### src/rtl/turfio_wb_bridge_pkg.sv
// rtl/turfio_wb_bridge_pkg.sv - shared FSM state type and width helpers for the TURFIO Wishbone bank bridge
// Contents: wb_state_e (bridge FSM states), sel_width/low_width/upper_width
// (bank-address split), cnt_width (counter width able to hold a value).
package turfio_wb_bridge_pkg;

   typedef enum logic [1:0] {
      IDLE       = 2'd0,
      BUS        = 2'd1,
      RETRY_WAIT = 2'd2,
      DONE       = 2'd3
   } wb_state_e;

   function automatic int sel_width(input int nbank);
      return $clog2(nbank);
   endfunction

   function automatic int low_width(input int cmd_aw, input int nbank);
      return cmd_aw - $clog2(nbank);
   endfunction

   function automatic int upper_width(input int wb_aw, input int cmd_aw, input int nbank);
      return wb_aw - 2 - low_width(cmd_aw, nbank);
   endfunction

   function automatic int cnt_width(input int max_val);
      return (max_val < 1) ? 1 : $clog2(max_val + 1);
   endfunction

endpackage

### src/rtl/turfio_wb_timeout.sv
// rtl/turfio_wb_timeout.sv - bus-phase cycle counter that flags a stalled Wishbone cycle
// Ports: clk, rst (async, active-high); clear zeroes the count; enable counts
// one per cycle; expired is high during the TIMEOUT_CYCLES-th enabled cycle.
module turfio_wb_timeout
   import turfio_wb_bridge_pkg::*;
#(
   parameter int TIMEOUT_CYCLES = 255
) (
   input  logic clk,
   input  logic rst,
   input  logic clear,
   input  logic enable,
   output logic expired
);

   localparam int            CW   = cnt_width(TIMEOUT_CYCLES);
   localparam logic [CW-1:0] LAST = CW'(TIMEOUT_CYCLES - 1);

   logic [CW-1:0] count_q, count_d;

   // count_q holds the number of enabled cycles already elapsed, so the
   // final allowed cycle is the one where it equals TIMEOUT_CYCLES-1.
   assign expired = enable && (count_q >= LAST);

   always_comb begin
      count_d = count_q;
      if (clear) begin
         count_d = '0;
      end else if (enable && !expired) begin
         count_d = count_q + 1'b1;
      end
   end

   always_ff @(posedge clk or posedge rst) begin
      if (rst) begin
         count_q <= '0;
      end else begin
         count_q <= count_d;
      end
   end

endmodule

### src/rtl/turfio_wb_bank_bridge.sv
// rtl/turfio_wb_bank_bridge.sv - command-port to Wishbone host bridge with banked upper address, retry and error counting
// Ports: wb_clk_i/wb_rst_i (async, active-high); cmd_* request/response port;
// bank_upper_i upper-address values for banks 1..NBANK-1; wb_* Wishbone host;
// err_count_o saturating error-completion count.
// Build option: define TURFIO_WB_TIMEOUT_EN to abort BUS after TIMEOUT_CYCLES.
module turfio_wb_bank_bridge
   import turfio_wb_bridge_pkg::*;
#(
   parameter int CMD_AW         = 20,
   parameter int WB_AW          = 25,
   parameter int NBANK          = 2,
   parameter int MAX_RETRY      = 3,
   parameter int TIMEOUT_CYCLES = 255
) (
   input  logic                    wb_clk_i,
   input  logic                    wb_rst_i,
   input  logic                    cmd_en_i,
   input  logic                    cmd_wr_i,
   input  logic [CMD_AW-1:0]       cmd_adr_i,
   input  logic [31:0]             cmd_dat_i,
   input  logic [3:0]              cmd_wstrb_i,
   output logic [31:0]             cmd_dat_o,
   output logic                    cmd_ack_o,
   output logic                    cmd_err_o,
   output logic                    cmd_busy_o,
   input  logic [(NBANK-1)*upper_width(WB_AW, CMD_AW, NBANK)-1:0] bank_upper_i,
   output logic                    wb_cyc_o,
   output logic                    wb_stb_o,
   output logic                    wb_we_o,
   output logic [WB_AW-1:0]        wb_adr_o,
   output logic [31:0]             wb_dat_o,
   output logic [3:0]              wb_sel_o,
   input  logic [31:0]             wb_dat_i,
   input  logic                    wb_ack_i,
   input  logic                    wb_err_i,
   input  logic                    wb_rty_i,
   output logic [15:0]             err_count_o
);

   localparam int            SEL_W       = sel_width(NBANK);
   localparam int            LOW_W       = low_width(CMD_AW, NBANK);
   localparam int            UPPER_W     = upper_width(WB_AW, CMD_AW, NBANK);
   localparam int            RW          = cnt_width(MAX_RETRY);
   localparam logic [RW-1:0] RETRY_LIMIT = RW'(MAX_RETRY);

   wb_state_e        state_q, state_d;
   logic             wr_q, wr_d;
   logic [WB_AW-1:0] adr_q, adr_d;
   logic [31:0]      wdat_q, wdat_d;
   logic [3:0]       sel_q, sel_d;
   logic [31:0]      rdat_q, rdat_d;
   logic             err_q, err_d;
   logic [RW-1:0]    retry_q, retry_d;
   logic [15:0]      err_cnt_q, err_cnt_d;

   logic [SEL_W-1:0]   bank;
   logic [UPPER_W-1:0] upper;
   logic               timeout;

   // Bank 0 always maps to upper address zero; other banks pick their slice.
   always_comb begin
      bank  = cmd_adr_i[CMD_AW-1:LOW_W];
      upper = '0;
      for (int b = 1; b < NBANK; b++) begin
         if (bank == SEL_W'(b)) begin
            upper = bank_upper_i[(b-1)*UPPER_W +: UPPER_W];
         end
      end
   end

`ifdef TURFIO_WB_TIMEOUT_EN
   // Leaving BUS (including into RETRY_WAIT) clears the count, so every
   // attempt gets a fresh window.
   turfio_wb_timeout #(
      .TIMEOUT_CYCLES(TIMEOUT_CYCLES)
   ) u_timeout (
      .clk     (wb_clk_i),
      .rst     (wb_rst_i),
      .clear   (state_q != BUS),
      .enable  (state_q == BUS),
      .expired (timeout)
   );
`else
   logic unused_timeout_cfg;
   assign unused_timeout_cfg = (TIMEOUT_CYCLES != 0);
   assign timeout            = 1'b0;
`endif

   always_ff @(posedge wb_clk_i or posedge wb_rst_i) begin
      if (wb_rst_i) begin
         state_q   <= IDLE;
         wr_q      <= 1'b0;
         adr_q     <= '0;
         wdat_q    <= '0;
         sel_q     <= '0;
         rdat_q    <= '0;
         err_q     <= 1'b0;
         retry_q   <= '0;
         err_cnt_q <= '0;
      end else begin
         state_q   <= state_d;
         wr_q      <= wr_d;
         adr_q     <= adr_d;
         wdat_q    <= wdat_d;
         sel_q     <= sel_d;
         rdat_q    <= rdat_d;
         err_q     <= err_d;
         retry_q   <= retry_d;
         err_cnt_q <= err_cnt_d;
      end
   end

   always_comb begin
      state_d   = state_q;
      wr_d      = wr_q;
      adr_d     = adr_q;
      wdat_d    = wdat_q;
      sel_d     = sel_q;
      rdat_d    = rdat_q;
      err_d     = err_q;
      retry_d   = retry_q;
      err_cnt_d = err_cnt_q;
      case (state_q)
         IDLE: begin
            if (cmd_en_i) begin
               state_d = BUS;
               wr_d    = cmd_wr_i;
               adr_d   = {upper, cmd_adr_i[LOW_W-1:0], 2'b00};
               wdat_d  = cmd_dat_i;
               sel_d   = cmd_wstrb_i;
               err_d   = 1'b0;
               retry_d = '0;
            end
         end
         BUS: begin
            // Terminations are resolved ack first, then err, then rty.
            if (wb_ack_i) begin
               state_d = DONE;
               err_d   = 1'b0;
               if (!wr_q) begin
                  rdat_d = wb_dat_i;
               end
            end else if (wb_err_i) begin
               state_d = DONE;
               err_d   = 1'b1;
            end else if (wb_rty_i) begin
               if (retry_q < RETRY_LIMIT) begin
                  state_d = RETRY_WAIT;
                  retry_d = retry_q + 1'b1;
               end else begin
                  state_d = DONE;
                  err_d   = 1'b1;
               end
            end else if (timeout) begin
               state_d = DONE;
               err_d   = 1'b1;
            end
         end
         RETRY_WAIT: begin
            state_d = BUS;
         end
         DONE: begin
            state_d = IDLE;
            if (err_q && (err_cnt_q != 16'hFFFF)) begin
               err_cnt_d = err_cnt_q + 1'b1;
            end
         end
         default: begin
            state_d = IDLE;
         end
      endcase
   end

   always_comb begin
      wb_cyc_o   = (state_q == BUS);
      wb_stb_o   = (state_q == BUS);
      cmd_ack_o  = (state_q == DONE);
      cmd_err_o  = (state_q == DONE) && err_q;
      cmd_busy_o = (state_q != IDLE);
   end

   assign wb_we_o     = wr_q;
   assign wb_adr_o    = adr_q;
   assign wb_dat_o    = wdat_q;
   assign wb_sel_o    = sel_q;
   assign cmd_dat_o   = rdat_q;
   assign err_count_o = err_cnt_q;

endmodule

### config.mk
export PLATFORM = sky130hd
export DESIGN_NAME = turfio_wb_bank_bridge
export DESIGN_NICKNAME = d
export VERILOG_FILES = /design/src/rtl/turfio_wb_bridge_pkg.sv /design/src/rtl/turfio_wb_timeout.sv /design/src/rtl/turfio_wb_bank_bridge.sv
export SDC_FILE = /design/constraint.sdc
export NUM_CORES = 1
export LEC_CHECK = 0
export ABC_CLOCK_PERIOD_IN_PS = 5300
export CAP_MARGIN = 20
export CORE_UTILIZATION = 41
export CTS_CLUSTER_DIAMETER = 40
export DETAILED_ROUTE_END_ITERATION = 8
export PLACE_DENSITY = 0.77
export SYNTH_ARGS = -nofsm -noshare
export SYNTH_HDL_FRONTEND = slang
export SYNTH_SLANG_ARGS = --single-unit
export TNS_END_PERCENT = 30
### constraint.sdc
create_clock -name wb_clk_i -period 5.3 [get_ports wb_clk_i]
set_input_delay 1.06 -clock wb_clk_i [delete_from_list [all_inputs] [get_ports wb_clk_i]]
set_output_delay 1.06 -clock wb_clk_i [all_outputs]
set_load 0.01 [all_outputs]
==> results of run 1 <==
[registers in the layout, indices dropped and copies added, names as in the netlist]
signal,count
wb_dat_o,32
err_count_o,16
err_q,1
wb_sel_o,4
retry_q,2
cmd_dat_o,32
state_q,2
wb_adr_o,23
wb_we_o,1
[cells by family after synthesis]
family	after synthesis
AND/OR/NAND/NOR	230
XOR/XNOR	15
flip-flops	113
AO/OA/AOI/OAI	8
other	1
buffers and inverters	26
multiplexers	33
adder cells (fa/ha/maj)	2
[synth_stat cells (2+ instances only)]
library cell / count
buf_4: 6
o21ai_0: 3
nor4b_1: 2
inv_1: 6
and3_1: 4
ha_1: 2
nand2_1: 187
and2_1: 3
dfrtp_1: 113
nand4_1: 4
xor2_1: 14
mux2_2: 30
nor3_1: 5
clkbuf_1: 13
nor2_1: 11
mux2_1: 3
nand3_1: 9
[worst max-delay path, cell delays in order (launching register included)]
cell and delay, ns:
dfrtp_1 0.42, nand2b_1 0.25, inv_1 0.16, clkdlybuf4s50_1 0.55
[area by class of cell]
cell class	instances	area [um^2]
flip-flops and latches	113	2828
inverters	6	25.02
clock buffers	20	435.4
fillers	796	3144
repair buffers	217	2202
multi-input cells	290	1544
well taps	136	170.2
clock inverters	10	113.9
[stage by stage]
stage | utilization [%] | area, um^2
2_1_floorplan | - | 4489
3_3_place_gp | 63.98 | 6694
3_5_place_dp | 63.98 | 6694
4_1_cts | 69.23 | 7243
5_1_grt | 69.95 | 7318
6_report | 69.95 | 7318
[worst min-delay path by stage]
| stage | start | to | slack (ns) | depth (start not counted) |
|---|---|---|---|---|
| 2_1_floorplan | err_q$_DFFE_PP0P_ | err_q$_DFFE_PP0P_ | 0.46 | 1 |
| 3_3_place_gp | wb_adr_o[24]$_DFFE_PP0P_ | wb_adr_o[24]$_DFFE_PP0P_ | 0.45 | 2 |
| 3_5_place_dp | wb_dat_o[25]$_DFFE_PP0P_ | wb_dat_o[25]$_DFFE_PP0P_ | 0.46 | 2 |
| 4_1_cts | wb_dat_o[25]$_DFFE_PP0P_ | wb_dat_o[25]$_DFFE_PP0P_ | 0.48 | 2 |
| 5_1_grt | wb_dat_o[2]$_DFFE_PP0P_ | wb_dat_o[2]$_DFFE_PP0P_ | 0.50 | 2 |
| 6_report | wb_adr_o[21]$_DFFE_PP0P_ | wb_adr_o[21]$_DFFE_PP0P_ | 0.47 | 2 |
[power groups by stage]
| stage | registers, mW | clock network (mW) | logic [mW] |
|---|---|---|---|
| finish | 1.45 | 1.05 | 1.67 |
| global route | 1.50 | 1.12 | 1.80 |
| CTS | 1.45 | 1.07 | 1.66 |
| detailed placement | 1.46 | 0 | 1.65 |
| global placement | 1.44 | 0 | 1.61 |
| floorplan | 1.61 | 0 | 0.538 |
[routing by layer]
metal / part of all wire (%) / wire, um / global-route usage, % / vias up
li1: - / - / - / 1796
met1: 41 / 4837 / 26.03 / 1799
met2: 50 / 5926 / 35.90 / 153
met3: 8.0 / 945 / 7.295 / 15
met4: 1.5 / 174 / 8.023 / 0
met5: 0 / 0 / 0 / -
==> impl_metrics.json, run 1 <==
{
  "status": "complete, no violations",
  "cts_buffer_depth": 2,
  "crit_path_start_kind": "register",
  "core_region_area_um2": 10460,
  "required_ns": 4.24,
  "finalCriticalPeriod_ns": 2.931,
  "root_buffer": "clkbuf_8",
  "cts.htree.levels": 4,
  "clk_latency_ns": 0.50,
  "ys_seq_area_share_pct": 63.04,
  "drive_above_1_share_pct": 10.52,
  "drt_iter0_drc": 187,
  "p_int_mw": 2.856,
  "yosys.area_share.simple_pct": 20.92,
  "worst_ep_arrival_time_ns": 1.87,
  "final_common_cell": "clkdlybuf4s50_1",
  "grt_overflow_total": 0,
  "chipWidth_um": 106.6,
  "antenna_cells": 0,
  "die-area_um2": 11360,
  "ys_warn_count": 0,
  "area_growth_pct": 63.15,
  "start_util_pct": 42.87,
  "synthesis.area_um2": 4486,
  "layout_setup_ws_ns": 2.369,
  "place_ws_ns": 2.190,
  "timing.rr.start": "err_count_o[0]$_DFFE_PP0P_",
  "grt_pass1_wl_mm": 18.87,
  "yosysTopAreaCell": "dfrtp_1",
  "max_slew_margin_pct": 63.90,
  "nets": 746,
  "p_comb_share_pct": 40.0,
  "grt_pass1_vias": 3891,
  "postCtsSetupBuffers": 0,
  "post-route-period-util_pct": 55.29,
  "synth.top_cell.area_share_pct": 63.04,
  "track_usage_pct": 21.61,
  "tightest_slew_ns": 0.5397,
  "synth_top_family_by_area": "simple AND/OR/NAND/NOR gates",
  "vias_per_cell": 4.751,
  "grt_setup_unrepaired": "false",
  "drv_cap": 0,
  "grt_antenna_before_repair": 0,
  "power_mw": 4.166,
  "fmax_mhz": 341.2,
  "hold_viol_final": 0,
  "port_buffers": 211,
  "ys_top_cells_by_area": "dfrtp_1 (63%), nand2_1 (16%), mux2_2 (7.5%)",
  "synth_cell_types": 30,
  "clkPwrFrac_pct": 25.2,
  "ctsHoldBuffers": 0,
  "dp_cells": 758,
  "drc_errors": 0,
  "holdWs_ns": 0.4718,
  "leakagePower_nw": 3.432,
  "ys.flop_type": "dfrtp_1",
  "cts_inserted_buffers": 17,
  "cp-startpoint": "state_q[1]$_DFFE_PP0P_",
  "final_cell_mix": "clkdlybuf4s50_1 (211), nand2_1 (186), dfrtp_1 (113), mux2_2 (30), clkbuf_16 (16)",
  "syn_avg_cell_area_um2": 10.48,
  "path_class": "register to output port",
  "muxShareOfSynthArea_pct": 8.285,
  "synth_edf_count": 0,
  "globalplace.congestion": 0.8244,
  "post_drt_wl_per_cell_um": 15.00,
  "dp_hpwl_mm": 8.334,
  "post_cts_resized": 0,
  "clkSinkCount": 113,
  "path_max_fanout": 6,
  "vdd_drop_max_mv": 0.2598,
  "clk_pin_slew_ns": 0.06,
  "worstReg2RegEnd": "err_count_o[1]$_DFFE_PP0P_",
  "reg2reg_depth": 5,
  "grt_max_degree": 88,
  "synth-compound-area-share_pct": 1.339,
  "drv_slew": 0,
  "finalSetupViolations": 0,
  "drtPass1Iterations": 5,
  "num_vias": 3763,
  "stdcell_count": 792,
  "regToRegSetupSlack_ns": 3.20,
  "p_sw_share_pct": 31.43,
  "num_io_pins": 214,
  "min-delay-path-class": "register to register",
  "cts_tree": "built",
  "finClkSkew_ns": 0.008494,
  "power_switching_mw": 1.309,
  "synth_adder_area_share_pct": 0.5579,
  "async_flop_share_pct": 100.0,
  "setup_tns_ns": 0,
  "synth-seq-cells": 113,
  "antenna_left": 0,
  "wl_mm": 11.88,
  "die_height_um": 106.6,
  "power.density_nw_per_um2": 569.2,
  "syn-instance-count": 428,
  "rows": 37,
  "endpoint": "wb_stb_o",
  "p_seq_share_pct": 34.8,
  "end_kind": "output port",
  "synth_xor_area_share_pct": 2.929
}
Note: power is estimated with default switching activity, not from simulation.
==> inputs of run 2 (changes only) <==
- ABC_CLOCK_PERIOD_IN_PS: 5300 -> 2400
- CORE_UTILIZATION: 41 -> 37
- PLACE_DENSITY: 0.77 -> 0.74
- clock period: 5.3 -> 2.4 ns (I/O delays scaled with it)
==> run 2 against run 1 <==
Compared with the run above:
- the run now ends with design-rule violations left
- sequential power rose by 120%
- first-iteration DRC count fell by 36%
- critical endpoint unchanged
- sequential share of layout area fell by 0.40 points
- non-clock buffer count rose by 3
- register-to-register slack got worse by 2.6 ns
- routed wire length fell by 2.3%
- total power rose by 120%
- highest routed layer unchanged
- clock skew fell by 0.0029 ns
- global-route usage fell by 2.1 points
==> impl_metrics.json, run 2 (synthesis results as in run 1) <==
{
  "crit_path_start_kind": "register",
  "max_slew_margin_pct": 62.34,
  "status": "complete, but fails checks",
  "grt_pass1_wl_mm": 18.99,
  "cts_tree": "built",
  "rows": 39,
  "power_switching_mw": 2.836,
  "ctsHoldBuffers": 0,
  "drtPass1Iterations": 6,
  "final_common_cell": "clkdlybuf4s50_1",
  "port_buffers": 211,
  "drive_above_1_share_pct": 11.08,
  "num_io_pins": 214,
  "drc_errors": 11,
  "p_comb_share_pct": 39.7,
  "clk_pin_slew_ns": 0.05,
  "antenna_cells": 0,
  "clkSinkCount": 113,
  "die_height_um": 112.1,
  "area_growth_pct": 64.85,
  "vdd_drop_max_mv": 0.5833,
  "post_cts_resized": 0,
  "cts_inserted_buffers": 17,
  "p_seq_share_pct": 34.6,
  "grt_pass1_vias": 3902,
  "post_drt_wl_per_cell_um": 14.48,
  "p_int_mw": 6.450,
  "grt_antenna_before_repair": 0,
  "cts_buffer_depth": 2,
  "finalCriticalPeriod_ns": 2.261,
  "drv_slew": 0,
  "postCtsSetupBuffers": 0,
  "timing.rr.start": "err_count_o[0]$_DFFE_PP0P_",
  "power_mw": 9.285,
  "cp-startpoint": "state_q[1]$_DFFE_PP0P_",
  "chipWidth_um": 112.1,
  "core_region_area_um2": 11610,
  "leakagePower_nw": 3.466,
  "end_kind": "output port",
  "setup_tns_ns": 0,
  "required_ns": 1.92,
  "root_buffer": "clkbuf_16",
  "grt_max_degree": 48,
  "dp_hpwl_mm": 8.464,
  "power.density_nw_per_um2": 1256,
  "antenna_left": 0,
  "track_usage_pct": 19.50,
  "place_ws_ns": 0.3393,
  "finClkSkew_ns": 0.005630,
  "nets": 749,
  "violations": "design-rule violations",
  "globalplace.congestion": 0.8120,
  "die-area_um2": 12570,
  "drv_cap": 0,
  "path_max_fanout": 6,
  "min-delay-path-class": "register to register",
  "final_cell_mix": "clkdlybuf4s50_1 (211), nand2_1 (186), dfrtp_1 (113), mux2_2 (30), clkbuf_16 (17)",
  "drt_iter0_drc": 119,
  "fmax_mhz": 442.3,
  "clk_latency_ns": 0.40,
  "num_vias": 3735,
  "grt_setup_unrepaired": "false",
  "post-route-period-util_pct": 94.21,
  "path_class": "register to output port",
  "layout_setup_ws_ns": 0.1390,
  "finalSetupViolations": 0,
  "tightest_slew_ns": 0.5637,
  "worst_ep_arrival_time_ns": 1.78,
  "wl_mm": 11.61,
  "hold_viol_final": 0,
  "clkPwrFrac_pct": 25.7,
  "hold_start": "wb_dat_o[1]$_DFFE_PP0P_",
  "p_sw_share_pct": 30.54,
  "grt_overflow_total": 0,
  "start_util_pct": 38.62,
  "cts.htree.levels": 4,
  "vias_per_cell": 4.657
}
[run 2: changes by cell type in the layout (fill, tap and decap cells not counted), moves of 2 or more]
cell | before | now
clkinv_4 | 3 | 0
buf_12 | 2 | 5
clkbuf_8 | 2 | 7
buf_4 | 2 | 4
[run 2: worst max-delay path, stage by stage (launching register included)]
cell	delay, ns
dfrtp_1	0.42
nand2b_1	0.24
inv_1	0.14
clkdlybuf4s50_1	0.59
[run 2: path summary, 6_finish.rpt]
check	slack (ns)	endpoint	cells past startpoint
hold reg to reg	0.47	wb_dat_o[1]$_DFFE_PP0P_	2
setup reg to reg	0.58	err_count_o[1]$_DFFE_PP0P_	5
setup / recovery	0.14	wb_stb_o	3
min in group asynchronous	0.48	err_count_o[13]$_DFFE_PP0P_	2
hold / removal	0.47	wb_dat_o[1]$_DFFE_PP0P_	2
max in group asynchronous	1.30	wb_adr_o[22]$_DFFE_PP0P_	3
[run 2: power groups by stage]
stage	clock (mW)	combinational (mW)	sequential [mW]
floorplan	0	1.19	3.55
global placement	0	3.64	3.20
detailed placement	0	3.72	3.24
CTS	2.44	3.75	3.22
global route	2.52	3.98	3.33
finish	2.39	3.68	3.22
[run 2: through the flow]
stage / instance area (um^2) / instances / utilization, % / hold slack, ns
after detailed placement: 6819 / 772 / 58.72 / 0.4609
final: 7395 / 802 / 63.67 / 0.4679
after floorplan: 4493 / 429 / - / 0.4589
after CTS: 7395 / 802 / 63.67 / 0.4738
after global placement: 6819 / 772 / 58.72 / 0.4546
after global routing: 7395 / 802 / 63.67 / 0.4930
[run 2: per-layer routing]
metal  GRT usage, %  wire length [um]  part of all wire [%]  vias to the layer above
met4          9.956               341                   2.9                        0
met1          22.13              4573                    39                     1758
met3          7.181               959                   8.3                       29
met5              0                 0                     0                        -
met2          32.38              5739                    49                      145
li1               -                 -                     -                     1803
[run 2: layout make-up]
cell class                 instances  area, um^2
fill                             956        4219
sequential                       113        2828
timing repair buffer             220        2242
multi-input combinational        290        1544
clock buffer                      25       525.5
tap                              143       178.9
clock inverter                     5       50.05
inverter                           6       26.28
==> variant: new RTL, config.mk and constraints of run 1 <==
Re-encode `wb_state_e` (4 states) as one-hot, 4 bits wide.
--- a/src/rtl/turfio_wb_bridge_pkg.sv
+++ b/src/rtl/turfio_wb_bridge_pkg.sv
@@ -5,7 +5,7 @@
 
-   typedef enum logic [1:0] {
-      IDLE       = 2'd0,
-      BUS        = 2'd1,
-      RETRY_WAIT = 2'd2,
-      DONE       = 2'd3
+   typedef enum logic [3:0] {
+      IDLE       = 4'b0001,
+      BUS        = 4'b0010,
+      RETRY_WAIT = 4'b0100,
+      DONE       = 4'b1000
    } wb_state_e;
Formal check against the unedited RTL: no difference found for any inputs over 10 cycles, from zero or initial values and one cycle with wb_rst_i high; not proved beyond that.
==> variant against run 1 <==
The run now ends with design-rule violations left. Non-clock buffer count is 1 lower. Area after synthesis is 8.5% higher. Critical path type unchanged. Utilization is 3.8 points lower. Largest cell class unchanged. Sequential cell count is 2 higher. Wire length is 5.9% lower. Total power is 2.7% higher. Count of clock-buffer cells in the layout is 7 higher. Cell area is 4.1% higher. Worst setup slack worse by 500 ps.
==> variant: results (changes against run 1) <==
Clock root cell -> clkbuf_16 (was clkbuf_8)
Via-to-Cell Ratio -> 4.85 (was 4.75)
Post-synth cell types -> 40 (was 30)
Placed Area -> 7020 um^2 (was 6690 um^2)
DPL Wire Length -> 7.84 mm (was 8.33 mm)
DP Worst Slack -> 2060 ps (was 2190 ps)
Critical R2R Launch -> state_q[0] (was err_count_o[0])
Arr. time, crit path -> 2370 ps (was 1870 ps)
Failing checks -> design-rule violations
First-pass GRT wire length -> 18.5 mm (was 18.9 mm)
Gp weighted congestion -> 0.796 (was 0.824)
DRT Wirelength -> 11.2 mm (was 11.9 mm)
Register area share after synthesis -> 59.2% (was 63.0%)
DRT iter0 DRCs -> 134 (was 187)
Static leakage -> 3.49 nW (was 3.43 nW)
Synth Area in Adders -> 0.514% (was 0.558%)
Status -> complete, but fails checks (was completed)
Leading cell types by count after synthesis -> dfrtp_1, mux2_4, mux2_2, nand2_1, xor2_1 (was nand2_1, dfrtp_1, mux2_2, xor2_1, clkbuf_1)
Area contributors post-synth -> dfrtp_1, mux2_4, mux2_2 (was dfrtp_1, nand2_1, mux2_2)
Max VDD drop -> 0.000388 V (was 0.000260 V)
Placed Cells -> 663 (was 758)
Multiplexer area fraction after synthesis -> 24.8% (was 8.28%)
Worst-skew pair later-pin latency -> 400 ps (was 500 ps)
Xor/xnor share of the synthesized area -> 2.70% (was 2.93%)
CP Launch Point -> state_q[2] (was state_q[1])
First drt pass iteration count -> 6 (was 5)
Pin slew with the least headroom to its limit -> 901 ps (was 540 ps)
Largest delay share family, worst path -> simple AND/OR/NAND/NOR gates (was buffers and inverters)
DR WL/cell -> 16.1 um (was 15.0 um)
DRC violations left -> 33 (was 0)
Synthesized area per cell -> 15.2 um^2 (was 10.5 um^2)
Largest net degree at the start of global routing -> 86 (was 88)
Layout cells sized above 1 -> 22.3% (was 10.5%)
Compound-Gate Fraction of Synth Area -> 1.98% (was 1.34%)
Final net count -> 641 (was 746)
Vias in the first global route -> 3561 (was 3891)
[variant: changes by cell type in the layout (fill, tap and decap cells not counted), sizes merged, moves of 2 or more]
cell and delta:
and2 -3, and3 -2, clkbuf +6, clkinv -6, mux2 +56, nand2 -172
nand3 -2, nand3b +2, nor2 -5, nor4 +4, o21ai +3, o21bai +2
or4b +2
[variant: area by class of cell]
cell class / count / area [um^2]
Timing Repair Buffer: 216 / 2170
Fill cell: 872 / 3900
Clock buffer: 27 / 493
Inverter: 6 / 25.0
Sequential cell: 115 / 2880
Clock inverter: 4 / 72.6
Tap cell: 143 / 179
Multi-Input combinational cell: 184 / 1800
[variant: tightest hold or removal path, delay by kind of cell (launching register included)]
family,cells,cell delay (ps)
AOI/OAI and AO/OA,1,60
DFF,1,330
and+or+nand+nor,1,40
[variant: cells by family (layout without fill, tap and decap cells)]
logic type                 count (synthesis)  after routing
other                                      1              2
DFF                                      115            115
xor gates and xnor gates                  15             15
and+or+nand+nor                           60             60
adders and majority gates                  2              2
buffers and inverters                     22            253
muxes                                     90             90
AOI/OAI and AO/OA                         15             15
[variant: power by group]
part           internal (mW)  switching (mW)
Clock                  0.725           0.358
Combinational           1.14           0.591
Sequential              1.25           0.212
[variant: path summary, 6_finish.rpt]
kind	slack, ps	cells past startpoint	to
max reg2reg	2850	4	wb_adr_o[18]
max in group asynchronous	3190	4	state_q[0]
min in group asynchronous	1010	2	wb_dat_o[26]
min reg2reg	480	2	wb_adr_o[21]
max	1870	4	cmd_err_o
min	480	2	wb_adr_o[21]
[variant: layer usage]
| layer | GRT usage [%] | share of wire [%] | wire [um] |
|---|---|---|---|
| met1 | 23.2 | 41 | 4620 |
| met2 | 31.7 | 50 | 5600 |
| met3 | 7.38 | 7.5 | 840 |
| met4 | 6.94 | 1.1 | 119 |
| met5 | 0 | 0 | 0 |
